===== config.mk =====
export PLATFORM = sky130hd
export DESIGN_NAME = pinmux_ctrl_flat
export DESIGN_NICKNAME = d
export VERILOG_FILES = /design/src/rtl/pinmux_pkg.sv /design/src/rtl/pinmux_ctrl_if.sv /design/src/rtl/pinmux_pin.sv /design/src/rtl/pinmux_ctrl.sv /design/src/flat_wrapper.sv
export SDC_FILE = /design/constraint.sdc
export NUM_CORES = 1
export LEC_CHECK = 0
export CELL_PAD_IN_SITES_DETAIL_PLACEMENT = 1
export CELL_PAD_IN_SITES_GLOBAL_PLACEMENT = 2
export CORE_AREA = 5 5 242 244
export DETAILED_ROUTE_END_ITERATION = 8
export DIE_AREA = 0 0 247 249
export PLACE_DENSITY_LB_ADDON = 0.1
export SKIP_CTS_REPAIR_TIMING = 1
export SLEW_MARGIN = 5
export SYNTH_ARGS = -nofsm -noshare
export SYNTH_HDL_FRONTEND = slang
export SYNTH_SLANG_ARGS = --single-unit

===== constraint.sdc =====
create_clock -name clk -period 12 [get_ports clk]
set_input_delay 3 -clock clk [delete_from_list [all_inputs] [get_ports clk]]
set_output_delay 3 -clock clk [all_outputs]
set_load 0.05 [all_outputs]

===== src/rtl/pinmux_pkg.sv =====
// pinmux_pkg -- shared definitions for the pin multiplexer.
//   FUNC_GPIO   : function index that is always GPIO.
//   pin_state_e : per-pin switching state (ACTIVE drives, TURN is the
//                 tri-stated dead-time window between two functions).
//   sel_width() : width of a function-select field for a given function count.
package pinmux_pkg;

    localparam int FUNC_GPIO = 0;

    typedef enum logic {
        ACTIVE = 1'b0,
        TURN   = 1'b1
    } pin_state_e;

    // A select field is never narrower than one bit, even for a single function.
    function automatic int sel_width(input int num_funcs);
        return (num_funcs > 1) ? $clog2(num_funcs) : 1;
    endfunction

endpackage


===== src/rtl/pinmux_ctrl_if.sv =====
// pinmux_ctrl_if -- configuration port of the pin multiplexer.
//   cfg_we_i    : write strobe
//   cfg_addr_i  : pin index; address NUM_PINS is the lock register
//   cfg_wdata_i : function select to write
//   cfg_rdata_o : registered committed select of cfg_addr_i
//   lock_o      : configuration locked (sticky until reset)
//   busy_o      : some pin is inside its dead-time window
// master: the configuring agent. slave: pinmux_ctrl.
interface pinmux_ctrl_if
    import pinmux_pkg::*;
#(
    parameter int NUM_PINS  = 32,
    parameter int NUM_FUNCS = 4
);
    localparam int ADDR_W = $clog2(NUM_PINS + 1);
    localparam int SEL_W  = sel_width(NUM_FUNCS);

    logic              cfg_we_i;
    logic [ADDR_W-1:0] cfg_addr_i;
    logic [SEL_W-1:0]  cfg_wdata_i;
    logic [SEL_W-1:0]  cfg_rdata_o;
    logic              lock_o;
    logic              busy_o;

    modport master (
        output cfg_we_i, cfg_addr_i, cfg_wdata_i,
        input  cfg_rdata_o, lock_o, busy_o
    );

    modport slave (
        input  cfg_we_i, cfg_addr_i, cfg_wdata_i,
        output cfg_rdata_o, lock_o, busy_o
    );
endinterface


===== src/rtl/pinmux_pin.sv =====
// pinmux_pin -- one pad's function switch.
//   clk, reset : clock, asynchronous active-high reset
//   wr_en      : qualified write to this pin (lock and range already checked)
//   wr_sel     : requested function
//   func_out   : drive of every function, index 0 = GPIO
//   func_oen   : active-low enable of every function
//   pad_out    : registered pad drive
//   pad_oen    : registered pad enable (1 = high-Z)
//   sel        : committed function
//   active     : pin is not inside its dead-time window
// A function change holds the pad tri-stated for DEAD_CYCLES cycles so the
// outgoing and incoming peripherals never overlap on the pad.
module pinmux_pin
    import pinmux_pkg::*;
#(
    parameter int NUM_FUNCS   = 4,
    parameter int DEAD_CYCLES = 2,
    parameter int SEL_W       = sel_width(NUM_FUNCS)
) (
    input  logic                 clk,
    input  logic                 reset,
    input  logic                 wr_en,
    input  logic [SEL_W-1:0]     wr_sel,
    input  logic [NUM_FUNCS-1:0] func_out,
    input  logic [NUM_FUNCS-1:0] func_oen,
    output logic                 pad_out,
    output logic                 pad_oen,
    output logic [SEL_W-1:0]     sel,
    output logic                 active
);
    localparam int CNT_W = $clog2(DEAD_CYCLES + 1);

    pin_state_e       state_reg, state_next;
    logic [SEL_W-1:0] sel_reg, sel_next;
    logic [SEL_W-1:0] nxt_reg, nxt_next;
    logic [CNT_W-1:0] cnt_reg, cnt_next;
    logic             pad_out_reg, pad_out_next;
    logic             pad_oen_reg, pad_oen_next;

    always_ff @(posedge clk or posedge reset) begin
        if (reset) begin
            state_reg   <= ACTIVE;
            sel_reg     <= SEL_W'(FUNC_GPIO);
            nxt_reg     <= SEL_W'(FUNC_GPIO);
            cnt_reg     <= '0;
            pad_out_reg <= 1'b0;
            pad_oen_reg <= 1'b1;
        end else begin
            state_reg   <= state_next;
            sel_reg     <= sel_next;
            nxt_reg     <= nxt_next;
            cnt_reg     <= cnt_next;
            pad_out_reg <= pad_out_next;
            pad_oen_reg <= pad_oen_next;
        end
    end

    always_comb begin
        state_next   = state_reg;
        sel_next     = sel_reg;
        nxt_next     = nxt_reg;
        cnt_next     = cnt_reg;
        pad_out_next = func_out[sel_reg];
        pad_oen_next = func_oen[sel_reg];
        case (state_reg)
            ACTIVE: begin
                // Re-selecting the current function must not glitch the pad.
                if (wr_en && (wr_sel != sel_reg)) begin
                    state_next = TURN;
                    nxt_next   = wr_sel;
                    cnt_next   = CNT_W'(DEAD_CYCLES);
                end
            end
            TURN: begin
                // Idle-high and released while the pad changes owner.
                pad_out_next = 1'b1;
                pad_oen_next = 1'b1;
                // Any write restarts the window, even one naming the old
                // function, so the last requested function always gets a
                // full dead time after the previous request.
                if (wr_en) begin
                    nxt_next = wr_sel;
                    cnt_next = CNT_W'(DEAD_CYCLES);
                end else if (cnt_reg == CNT_W'(1)) begin
                    state_next = ACTIVE;
                    sel_next   = nxt_reg;
                    cnt_next   = '0;
                end else begin
                    cnt_next = cnt_reg - CNT_W'(1);
                end
            end
            default: state_next = ACTIVE;
        endcase
    end

    assign pad_out = pad_out_reg;
    assign pad_oen = pad_oen_reg;
    assign sel     = sel_reg;
    assign active  = (state_reg == ACTIVE);
endmodule


===== src/rtl/pinmux_ctrl.sv =====
// pinmux_ctrl -- run-time programmable pin multiplexer.
//   clk, reset          : clock, asynchronous active-high reset
//   cfg                 : configuration port (pinmux_ctrl_if.slave)
//   gpio_out_i/oen_i    : GPIO drive / active-low enable per pin
//   gpio_in_o           : pad input to GPIO, always connected
//   fn_out_i/fn_oen_i   : function f (1..NUM_FUNCS-1) on pin p at [(f-1)*NUM_PINS+p]
//   fn_in_o             : pad input per function, 1 when not routed
//   pad_in_i            : from pads
//   pad_out_o/pad_oen_o : registered pad drive / enable (1 = high-Z)
// Build option: IOMUX_INPUT_SYNC_EN adds a 2-flop synchroniser (reset 1) on
// every pad input; otherwise pad inputs route combinationally.
module pinmux_ctrl
    import pinmux_pkg::*;
#(
    parameter int NUM_PINS    = 32,
    parameter int NUM_FUNCS   = 4,
    parameter int DEAD_CYCLES = 2
) (
    input  logic                              clk,
    input  logic                              reset,
    pinmux_ctrl_if.slave                      cfg,
    input  logic [NUM_PINS-1:0]               gpio_out_i,
    input  logic [NUM_PINS-1:0]               gpio_oen_i,
    output logic [NUM_PINS-1:0]               gpio_in_o,
    input  logic [(NUM_FUNCS-1)*NUM_PINS-1:0] fn_out_i,
    input  logic [(NUM_FUNCS-1)*NUM_PINS-1:0] fn_oen_i,
    output logic [(NUM_FUNCS-1)*NUM_PINS-1:0] fn_in_o,
    input  logic [NUM_PINS-1:0]               pad_in_i,
    output logic [NUM_PINS-1:0]               pad_out_o,
    output logic [NUM_PINS-1:0]               pad_oen_o
);
    localparam int ADDR_W = $clog2(NUM_PINS + 1);
    localparam int SEL_W  = sel_width(NUM_FUNCS);

    logic                lock_reg;
    logic                busy_reg;
    logic [SEL_W-1:0]    rdata_reg, rdata_next;
    logic                wdata_ok, pin_wr_ok, lock_wr;
    logic [NUM_PINS-1:0] pad_in_s;
    logic [NUM_PINS-1:0] pin_active;
    logic [SEL_W-1:0]    pin_sel [NUM_PINS];

    // Selects beyond the implemented functions only exist when NUM_FUNCS
    // is not a power of two; such writes are dropped.
    assign wdata_ok  = 32'(cfg.cfg_wdata_i) < NUM_FUNCS;
    assign pin_wr_ok = cfg.cfg_we_i && !lock_reg && wdata_ok;
    assign lock_wr   = cfg.cfg_we_i && !lock_reg && (cfg.cfg_addr_i == ADDR_W'(NUM_PINS));

    // Only pin addresses read back; the lock address and beyond read 0.
    always_comb begin
        rdata_next = '0;
        for (int p = 0; p < NUM_PINS; p++) begin
            if (cfg.cfg_addr_i == ADDR_W'(p)) rdata_next = pin_sel[p];
        end
    end

    always_ff @(posedge clk or posedge reset) begin
        if (reset) begin
            lock_reg  <= 1'b0;
            busy_reg  <= 1'b0;
            rdata_reg <= '0;
        end else begin
            if (lock_wr) lock_reg <= 1'b1;
            busy_reg  <= ~&pin_active;
            rdata_reg <= rdata_next;
        end
    end

`ifdef IOMUX_INPUT_SYNC_EN
    logic [NUM_PINS-1:0] sync1_reg, sync2_reg;

    always_ff @(posedge clk or posedge reset) begin
        if (reset) begin
            sync1_reg <= '1;
            sync2_reg <= '1;
        end else begin
            sync1_reg <= pad_in_i;
            sync2_reg <= sync1_reg;
        end
    end

    assign pad_in_s = sync2_reg;
`else
    assign pad_in_s = pad_in_i;
`endif

    assign gpio_in_o = pad_in_s;

    genvar gi, gf;
    generate
        for (gi = 0; gi < NUM_PINS; gi++) begin : g_pin
            logic [NUM_FUNCS-1:0] func_out, func_oen;

            assign func_out[FUNC_GPIO] = gpio_out_i[gi];
            assign func_oen[FUNC_GPIO] = gpio_oen_i[gi];

            for (gf = 1; gf < NUM_FUNCS; gf++) begin : g_fn
                assign func_out[gf] = fn_out_i[(gf-1)*NUM_PINS + gi];
                assign func_oen[gf] = fn_oen_i[(gf-1)*NUM_PINS + gi];
                // Unrouted or switching inputs idle high.
                assign fn_in_o[(gf-1)*NUM_PINS + gi] =
                    (pin_active[gi] && (pin_sel[gi] == SEL_W'(gf))) ? pad_in_s[gi] : 1'b1;
            end

            pinmux_pin #(
                .NUM_FUNCS   (NUM_FUNCS),
                .DEAD_CYCLES (DEAD_CYCLES),
                .SEL_W       (SEL_W)
            ) u_pin (
                .clk      (clk),
                .reset    (reset),
                .wr_en    (pin_wr_ok && (cfg.cfg_addr_i == ADDR_W'(gi))),
                .wr_sel   (cfg.cfg_wdata_i),
                .func_out (func_out),
                .func_oen (func_oen),
                .pad_out  (pad_out_o[gi]),
                .pad_oen  (pad_oen_o[gi]),
                .sel      (pin_sel[gi]),
                .active   (pin_active[gi])
            );
        end
    endgenerate

    assign cfg.cfg_rdata_o = rdata_reg;
    assign cfg.lock_o      = lock_reg;
    assign cfg.busy_o      = busy_reg;
endmodule


===== src/flat_wrapper.sv =====
// flat-port wrapper written by rule: the top's interface ports become plain ports
module pinmux_ctrl_flat import pinmux_pkg::*;
#(
    parameter int NUM_PINS    = 32,
    parameter int NUM_FUNCS   = 4,
    parameter int DEAD_CYCLES = 2
)
  (clk, reset, gpio_out_i, gpio_oen_i, gpio_in_o, fn_out_i, fn_oen_i, fn_in_o, pad_in_i, pad_out_o, pad_oen_o, cfg_cfg_we_i, cfg_cfg_addr_i, cfg_cfg_wdata_i, cfg_cfg_rdata_o, cfg_lock_o, cfg_busy_o);
  pinmux_ctrl_if #(.NUM_PINS(NUM_PINS), .NUM_FUNCS(NUM_FUNCS)) cfg_i ();
  input  logic clk;
  input  logic reset;
  input  logic [NUM_PINS-1:0] gpio_out_i;
  input  logic [NUM_PINS-1:0] gpio_oen_i;
  output logic [NUM_PINS-1:0] gpio_in_o;
  input  logic [(NUM_FUNCS-1)*NUM_PINS-1:0] fn_out_i;
  input  logic [(NUM_FUNCS-1)*NUM_PINS-1:0] fn_oen_i;
  output logic [(NUM_FUNCS-1)*NUM_PINS-1:0] fn_in_o;
  input  logic [NUM_PINS-1:0] pad_in_i;
  output logic [NUM_PINS-1:0] pad_out_o;
  output logic [NUM_PINS-1:0] pad_oen_o;
  input wire logic [$bits(cfg_i.cfg_we_i)-1:0] cfg_cfg_we_i;
  input wire logic [$bits(cfg_i.cfg_addr_i)-1:0] cfg_cfg_addr_i;
  input wire logic [$bits(cfg_i.cfg_wdata_i)-1:0] cfg_cfg_wdata_i;
  output wire logic [$bits(cfg_i.cfg_rdata_o)-1:0] cfg_cfg_rdata_o;
  output wire logic [$bits(cfg_i.lock_o)-1:0] cfg_lock_o;
  output wire logic [$bits(cfg_i.busy_o)-1:0] cfg_busy_o;
  assign cfg_i.cfg_we_i = cfg_cfg_we_i;
  assign cfg_i.cfg_addr_i = cfg_cfg_addr_i;
  assign cfg_i.cfg_wdata_i = cfg_cfg_wdata_i;
  assign cfg_cfg_rdata_o = cfg_i.cfg_rdata_o;
  assign cfg_lock_o = cfg_i.lock_o;
  assign cfg_busy_o = cfg_i.busy_o;
  pinmux_ctrl #(.NUM_PINS(NUM_PINS), .NUM_FUNCS(NUM_FUNCS), .DEAD_CYCLES(DEAD_CYCLES)) u_core (.clk(clk), .reset(reset), .cfg(cfg_i), .gpio_out_i(gpio_out_i), .gpio_oen_i(gpio_oen_i), .gpio_in_o(gpio_in_o), .fn_out_i(fn_out_i), .fn_oen_i(fn_oen_i), .fn_in_o(fn_in_o), .pad_in_i(pad_in_i), .pad_out_o(pad_out_o), .pad_oen_o(pad_oen_o));
endmodule

Word-level counts from Yosys, hierarchy flattened
Cells that the tools add are included.
{ "word_totals": {"reg_bits": 292, "in_bits": 299, "output_inout_bits": 196, "wordCells": 1481} }
{ "op_classes": {"addsub": 32, "magnitude_cmp": 32, "eq_ne": 256, "mux": 672, "n_bitwise": 64, "reduce_logical": 230} }
{ "op_table": {"columns": ["operator", "n"], "rows": [
  ["2-bit two-way mux", 192],
  ["1-bit two-way mux", 320],
  ["2-bit case mux with 2 select lines", 64],
  ["1-bit logical AND", 162],
  ["1-bit binary-select mux with 2-bit select", 64],
  ["2-bit by 1-bit equality test with 1-bit output (second input constant)", 64],
  ["2-bit equality test (second input constant)", 64],
  ["6-bit by 5-bit equality test with 1-bit output (second input constant)", 16],
  ["2-bit by 3-bit less-than comparator with 1-bit output (second input constant)", 32],
  ["3-bit AND reduction", 32],
  ["2-bit by 1-bit inequality test with 1-bit output (second input constant)", 32],
  ["2-bit inequality test", 32],
  ["2-bit inequality test (second input constant)", 32],
  ["1-bit inverter", 64],
  ["1-bit case mux with 2 select lines", 32],
  ["2-bit AND reduction", 32],
  ["2-bit by 1-bit subtractor with 2-bit output (second input constant)", 32],
  ["6-bit by 4-bit equality test with 1-bit output (second input constant)", 8],
  ["32-bit AND reduction", 1],
  ["6-bit by 3-bit equality test with 1-bit output (second input constant)", 4],
  ["6-bit by 2-bit equality test with 1-bit output (second input constant)", 2],
  ["6-bit by 1-bit equality test with 1-bit output (second input constant)", 1],
  ["6-bit equality test (second input constant)", 1],
  ["6-bit logical NOT", 1],
  ["1-bit logical NOT", 2]
]} }

Logic depth before layout (Yosys ltp)
Gate-level depths: netlist (run 1).
{ "logic_depth": {"word_depth": 33, "ltp_mapped": 9, "mapped_depth_nobuf": 6} }

Cells and area by module
Synthesis (run 1) repeated with hierarchy kept, for this count alone.
{ "unflattened": {"hier_cells": 1737, "area_unflattened_um2": 17919.7} }
{ "by_module_without_submodules": {"columns": ["mod", "instances", "cells_each", "area_each_um2", "seq_area_each_um2"], "rows": [
  ["pinmux_pin", 32, 43, 484.2, 226.5],
  ["pinmux_ctrl", 1, 361, 2424.8, 100.1]
]} }

Least setup slack after synthesis (run 1)
OpenSTA, ideal clock, no wires.
{ "synth_timing": {"path_type": "in2out", "start": "in pad_in_i[18]", "end": "out fn_in_o[50]", "arrival_time_ns": 3.552, "required_time_ns": 9.000, "path_slack_ns": 5.448, "stages": 2, "n_path_buf": 0, "path_cell_list": "nor2_1 nand3_1"} }
{ "synth_via": {"elab_chain_cells": 1} }
{ "synth_lines": {"columns": ["element", "line_no", "source"], "rows": [
  ["from (decl)", "flat_wrapper.sv:18", "input logic [NUM_PINS-1:0] pad_in_i;"],
  ["1-bit two-way mux", "pinmux_ctrl.sv:102", "(pin_active[gi] && (pin_sel[gi] == SEL_W'(gf))) ? pad_in_s[gi] : 1'b1;"],
  ["to (decl)", "flat_wrapper.sv:17", "output logic [(NUM_FUNCS-1)*NUM_PINS-1:0] fn_in_o;"]
]} }
No other way between the ends.

Final worst setup path (run 1)
{ "layout_timing": {"start": "in pad_in_i[31]", "end": "out fn_in_o[31]"} }
The elaborated chain is that of the path after synthesis.

==> flow_metrics.env, run 1 <==
export IMPL_placementRows=87
export IMPL_yosys_warnings=0
export IMPL_final_core_util_pct=40.6
export IMPL_crit_arrival_ps=4570
export IMPL_crit_fanout=3
export IMPL_nNetsFinal=2182
export IMPL_hold_end="u_core.g_pin[17].u_pin.cnt_reg[0]"
export IMPL_grt_pass1_wl_um=85400
export IMPL_routed_wl_um=55500
export IMPL_yosysUniqueCellTypes=67
export IMPL_grt_max_degree=103
export IMPL_drc=0
export IMPL_insertion_delay_ps=550
export IMPL_swShare_pct=39.3
export IMPL_track_usage_pct=17.6
export IMPL_worstSetupStartpoint="pad_in_i[31]"
export IMPL_multi_input_area_um2=7940
export IMPL_ir_drop_mv=0.0938
export IMPL_ant_nets=0
export IMPL_netlist_area_um2=16600
export IMPL_maxCapViolations=0
export IMPL_r2r_slack_ps=9510
export IMPL_fmax_mhz=132
export IMPL_power_leakage_nw=9.20
export IMPL_worstSetupPathType="in2out"
export IMPL_core_um2=56100
export IMPL_htree_levels=2
export IMPL_place_congestion=0.754
export IMPL_hold_viol_final=0
export IMPL_cts_buffer_depth=3
export IMPL_grt_antenna_before_repair=2
export IMPL_relSlewSlack_pct=31.4
export IMPL_cp_data_required_time_ps=9000
export IMPL_synthTopCellsByArea="dfrtp_1 39%, mux4_2 9.5%, mux2_2 8.7%"
export IMPL_port_buffers=494
export IMPL_syn_inst=1509
export IMPL_r2r_start="u_core.cfg.lock_o"
export IMPL_path_clk_slew_ps=60
export IMPL_yosysSeqAreaShare_pct=44.2
export IMPL_power_density_nw_per_um2=227
export IMPL_reg2reg_to="u_core.g_pin[4].u_pin.nxt_reg[1]"
export IMPL_cts_tree="built"
export IMPL_cts_buffers=38
export IMPL_pwr_share_comb_pct=40.7
export IMPL_first_iter_violations=470
export IMPL_layout_drive_gt1_share_pct=21.1
export IMPL_die_w_um=247
export IMPL_syn_to_final_growth_pct=36.9
export IMPL_synth_edf_count=0
export IMPL_r2r_cells=6
export IMPL_setup_violations=0
export IMPL_fill_cells=6071
export IMPL_p_sw_mw=2.03
export IMPL_p_clk_share_pct=23.2
export IMPL_via_count=12800
export IMPL_slew_violations=0
export IMPL_whs_ps=488
export IMPL_ioPinCount=495
export IMPL_start_kind="primary input"
export IMPL_skew_ps=12.0
export IMPL_synth_ff_type="dfrtp_1"
export IMPL_ys_ff_latch=292
export IMPL_min_path_cells=1
export IMPL_grt_pass1_vias=14300
export IMPL_synth_area_per_cell_um2=11.0
export IMPL_rsz0062_at_grt="no"
export IMPL_status="finished clean"
export IMPL_yosysTopAreaCell="dfrtp_1"
export IMPL_clock_sinks=292
export IMPL_regArea_um2=7350
export IMPL_period_minus_slack_ps=7570
export IMPL_grt_overflow_total=0
export IMPL_syn_num_nets=1840
export IMPL_synth_top_area_share_pct=39.2
export IMPL_start_util_pct=29.6
export IMPL_async_reset_ff_share_pct=100
export IMPL_tns_ps=0
export IMPL_internal_power_mw=3.13
export IMPL_most_common_layout_cells="490 x clkdlybuf4s50_1, 260 x dfrtp_1, 129 x mux2_2"
export IMPL_worstMarginPinSlew_ps=1030
export IMPL_min_path_type="reg2reg"
export IMPL_crit_path_end_kind="output port"
export IMPL_hpwl_um=41700
export IMPL_layout_commonest_cell="clkdlybuf4s50_1"
export IMPL_vias_per_cell=4.87
export IMPL_dieArea_um2=61500
export IMPL_min_from="u_core.g_pin[17].u_pin.cnt_reg[0]"
export IMPL_min_period_over_period_pct=63.1
export IMPL_clockRootBuffer="clkbuf_16"
export IMPL_first_pass_iters=4
export IMPL_p_seq_share_pct=36.1
export IMPL_avgRoutedWirePerCell_um=21.0
export IMPL_die_y_um=249
area by class of cell:
class / instances / share of cell area (%)
multi-input combinational: 974 / 34.9
sequential: 292 / 32.3
timing repair buffer: 508 / 22.1
clock buffer: 59 / 5.12
tap: 756 / 4.16
clock inverter: 11 / 0.693
inverter: 37 / 0.644
antenna: 1 / 0.0110
per-layer routing:
metal	vias up	track usage (%)	routed length (µm)	share of wire, %
met4	2	4.58	1200	2.2
li1	5937	-	-	-
met2	325	30.4	27200	49
met3	77	3.37	3070	5.5
met1	6498	22.5	23900	43
met5	-	0	12	0.022
cell families after synthesis:
logic type | share of synthesized area [%]
compound gates | 7.60
flops | 44.2
fa+ha+maj | 2.41
simple gates | 15.4
buf+inv | 8.08
mux | 18.9
xor+xnor | 3.37
critical path: stages:
cell	delay (ps)
clkdlybuf4s50_1	510
nor2_1	80
nand3b_1	150
clkdlybuf4s50_1	830
worst max path at each step:
stage / endpoint / depth (start not counted)
2_1_floorplan: u_core.cfg.busy_o / 1
3_3_place_gp: fn_in_o[54] / 4
3_5_place_dp: fn_in_o[86] / 4
4_1_cts: fn_in_o[86] / 4
5_1_grt: fn_in_o[31] / 4
6_report: fn_in_o[31] / 4
power by group through the flow:
stage | Clock (mW) | Combinational (mW) | Sequential (mW)
after floorplan | 0 | 1.82 | 1.59
after global placement | 0 | 2.07 | 1.87
after detailed placement | 0 | 2.13 | 1.89
after CTS | 1.24 | 2.13 | 1.88
after global routing | 1.28 | 2.27 | 1.94
final | 1.20 | 2.10 | 1.86
stage by stage:
step | setup slack [ps] | power, mW | cells | area (µm²)
global placement | 4420 | 3.95 | 2567 | 21400
global route | 4380 | 5.49 | 2638 | 22700
detailed placement | 4410 | 4.02 | 2567 | 21400
floorplan | 991 | 3.40 | 1509 | 16600
finish | 4430 | 5.16 | 2638 | 22700
CTS | 4410 | 5.25 | 2637 | 22700
cell usage after synthesis, drive strengths merged (14+ instances only):
master	n
dfrtp	260
inv	37
xnor2	46
nor2b	14
xor2	18
mux2	129
nand3	63
o21ai	24
a21oi	46
o31ai	32
nand2b	15
nor2	80
dfstp	32
buf	130
ha	32
clkbuf	76
mux4	70
nand2	128
or2	66
nand3b	63
a31oi	29
No activity file was read; power rests on OpenSTA's default activity.
==> run 2, diff against run 1 <==
--- a/config.mk
+++ b/config.mk
@@ -7,9 +7,9 @@
 export LEC_CHECK = 0
 export CELL_PAD_IN_SITES_DETAIL_PLACEMENT = 1
 export CELL_PAD_IN_SITES_GLOBAL_PLACEMENT = 2
-export CORE_AREA = 5 5 242 244
+export CORE_AREA = 5 5 255 257
 export DETAILED_ROUTE_END_ITERATION = 8
-export DIE_AREA = 0 0 247 249
+export DIE_AREA = 0 0 260 262
 export PLACE_DENSITY_LB_ADDON = 0.1
 export SKIP_CTS_REPAIR_TIMING = 1
 export SLEW_MARGIN = 5
==> constraint.sdc (replaced) <==
create_clock -name clk -period 6.5 [get_ports clk]
set_input_delay 1.625 -clock clk [delete_from_list [all_inputs] [get_ports clk]]
set_output_delay 1.625 -clock clk [all_outputs]
set_load 0.05 [all_outputs]
==> run 2 against run 1 <==
Effect of this change: final area is 0.20% higher; power is 83% higher; sequential power is 85% higher; flip-flop and latch count stayed put; first-iteration DRC count is 1.9% higher; critical endpoint is now fn_in_o[50]; highest routed layer unchanged.
==> flow_metrics.env, run 2 (synthesis gave the netlist of run 1 again) <==
export IMPL_postPlaceCellArea_um2=21500
export IMPL_setup_violations=0
export IMPL_start_util_pct=26.6
export IMPL_vias_per_cell=4.71
export IMPL_track_usage_pct=16.1
export IMPL_worstMarginPinSlew_ps=1150
export IMPL_hold_viol_final=0
export IMPL_clock_sinks=292
export IMPL_total_power_mw=9.45
export IMPL_via_count=12900
export IMPL_tns_ps=0
export IMPL_cts_buffer_depth=3
export IMPL_p_sw_mw=3.78
export IMPL_placementRows=92
export IMPL_most_common_layout_cells="490 x clkdlybuf4s50_1, 260 x dfrtp_1, 129 x mux2_2"
export IMPL_worstSetupStartpoint="pad_in_i[18]"
export IMPL_design_area_um2=22800
export IMPL_skew_ps=18.2
export IMPL_worstSetupPathType="in2out"
export IMPL_die_y_um=262
export IMPL_r2r_start="u_core.cfg.lock_o"
export IMPL_place_congestion=0.730
export IMPL_cp_data_required_time_ps=4880
export IMPL_swShare_pct=40.0
export IMPL_p_seq_share_pct=36.5
export IMPL_power_density_nw_per_um2=415
export IMPL_status="finished clean"
export IMPL_insertion_delay_ps=550
export IMPL_syn_to_final_growth_pct=37.1
export IMPL_routed_wl_um=57100
export IMPL_die_w_um=260
export IMPL_first_iter_violations=479
export IMPL_hold_end="u_core.g_pin[12].u_pin.cnt_reg[0]"
export IMPL_min_from="u_core.g_pin[12].u_pin.cnt_reg[0]"
export IMPL_r2r_slack_ps=3760
export IMPL_fmax_mhz=209
export IMPL_ir_drop_mv=0.168
export IMPL_cts_tree="built"
export IMPL_min_path_cells=1
export IMPL_start_kind="primary input"
export IMPL_first_pass_iters=4
export IMPL_power_leakage_nw=9.17
export IMPL_grt_antenna_before_repair=3
export IMPL_crit_path_end_kind="output port"
export IMPL_pwr_share_comb_pct=41.2
export IMPL_avgRoutedWirePerCell_um=20.9
export IMPL_grt_pass1_wl_um=86200
export IMPL_path_clk_slew_ps=50
export IMPL_clockRootBuffer="clkbuf_16"
export IMPL_min_period_over_period_pct=73.5
export IMPL_htree_levels=2
export IMPL_crit_fanout=3
export IMPL_drc=0
export IMPL_grt_pass1_vias=14000
export IMPL_reg2reg_to="u_core.g_pin[16].u_pin.nxt_reg[0]"
export IMPL_layout_drive_gt1_share_pct=20.9
export IMPL_slew_violations=0
export IMPL_ioPinCount=495
export IMPL_port_buffers=494
export IMPL_maxCapViolations=0
export IMPL_layout_commonest_cell="clkdlybuf4s50_1"
export IMPL_crit_arrival_ps=3150
export IMPL_period_minus_slack_ps=4780
export IMPL_grt_max_degree=150
export IMPL_min_path_type="reg2reg"
export IMPL_dieArea_um2=68100
export IMPL_grt_overflow_total=0
export IMPL_ant_nets=0
export IMPL_relSlewSlack_pct=22.9
export IMPL_cts_buffers=39
export IMPL_core_um2=62500
export IMPL_hpwl_um=43000
export IMPL_p_clk_share_pct=22.2
export IMPL_internal_power_mw=5.67
export IMPL_nNetsFinal=2182
export IMPL_r2r_cells=6
export IMPL_rsz0062_at_grt="no"
==> run 2: stage by stage <==
step | worst slack [ps] | instances | hold slack [ps] | util (%)
2_1_floorplan | 1030 | 1509 | 458 | -
3_3_place_gp | 1700 | 2656 | 474 | 34.5
3_5_place_dp | 1710 | 2656 | 478 | 34.5
4_1_cts | 1710 | 2726 | 492 | 36.4
5_1_grt | 1640 | 2727 | 504 | 36.5
6_report | 1720 | 2727 | 490 | 36.5
==> run 2: layout make-up <==
| cell class | count | area (µm²) |
|---|---|---|
| clock inverters | 9 | 72.6 |
| fillers | 6776 | 39700 |
| inverters | 37 | 143 |
| well taps | 846 | 1060 |
| diodes | 1 | 2.50 |
| clock buffers | 61 | 1170 |
| repair buffers | 507 | 5050 |
| multi-input cells | 974 | 7940 |
| flip-flops and latches | 292 | 7350 |
==> run 2: critical path, stage by stage <==
cell and delay (ps):
clkdlybuf4s50_1 510, nor2_1 80, nand3_1 100, clkdlybuf4s50_1 840
==> run 2: power groups by stage <==
stage	Sequential, mW	Clock (mW)	Combinational [mW]
after detailed placement	3.52	0	3.95
after floorplan	2.93	0	3.35
final	3.45	2.10	3.90
after global routing	3.59	2.26	4.22
after CTS	3.49	2.19	3.96
after global placement	3.49	0	3.86
==> run 2: how the worst max path moves through the flow <==
stage / endpoint / slack (ps) / cells past startpoint
2_1_floorplan: u_core.cfg.busy_o / 1030 / 1
3_3_place_gp: fn_in_o[50] / 1700 / 4
3_5_place_dp: fn_in_o[50] / 1710 / 4
4_1_cts: fn_in_o[23] / 1710 / 4
5_1_grt: fn_in_o[90] / 1640 / 4
6_report: fn_in_o[50] / 1720 / 4
==> run 2: routing by layer <==
metal	wire length (µm)	up-vias	track usage (%)
met1	25300	6548	21.2
met3	3200	57	3.76
met5	27	-	0
li1	-	5955	-
met2	27800	290	27.5
met4	816	4	3.36
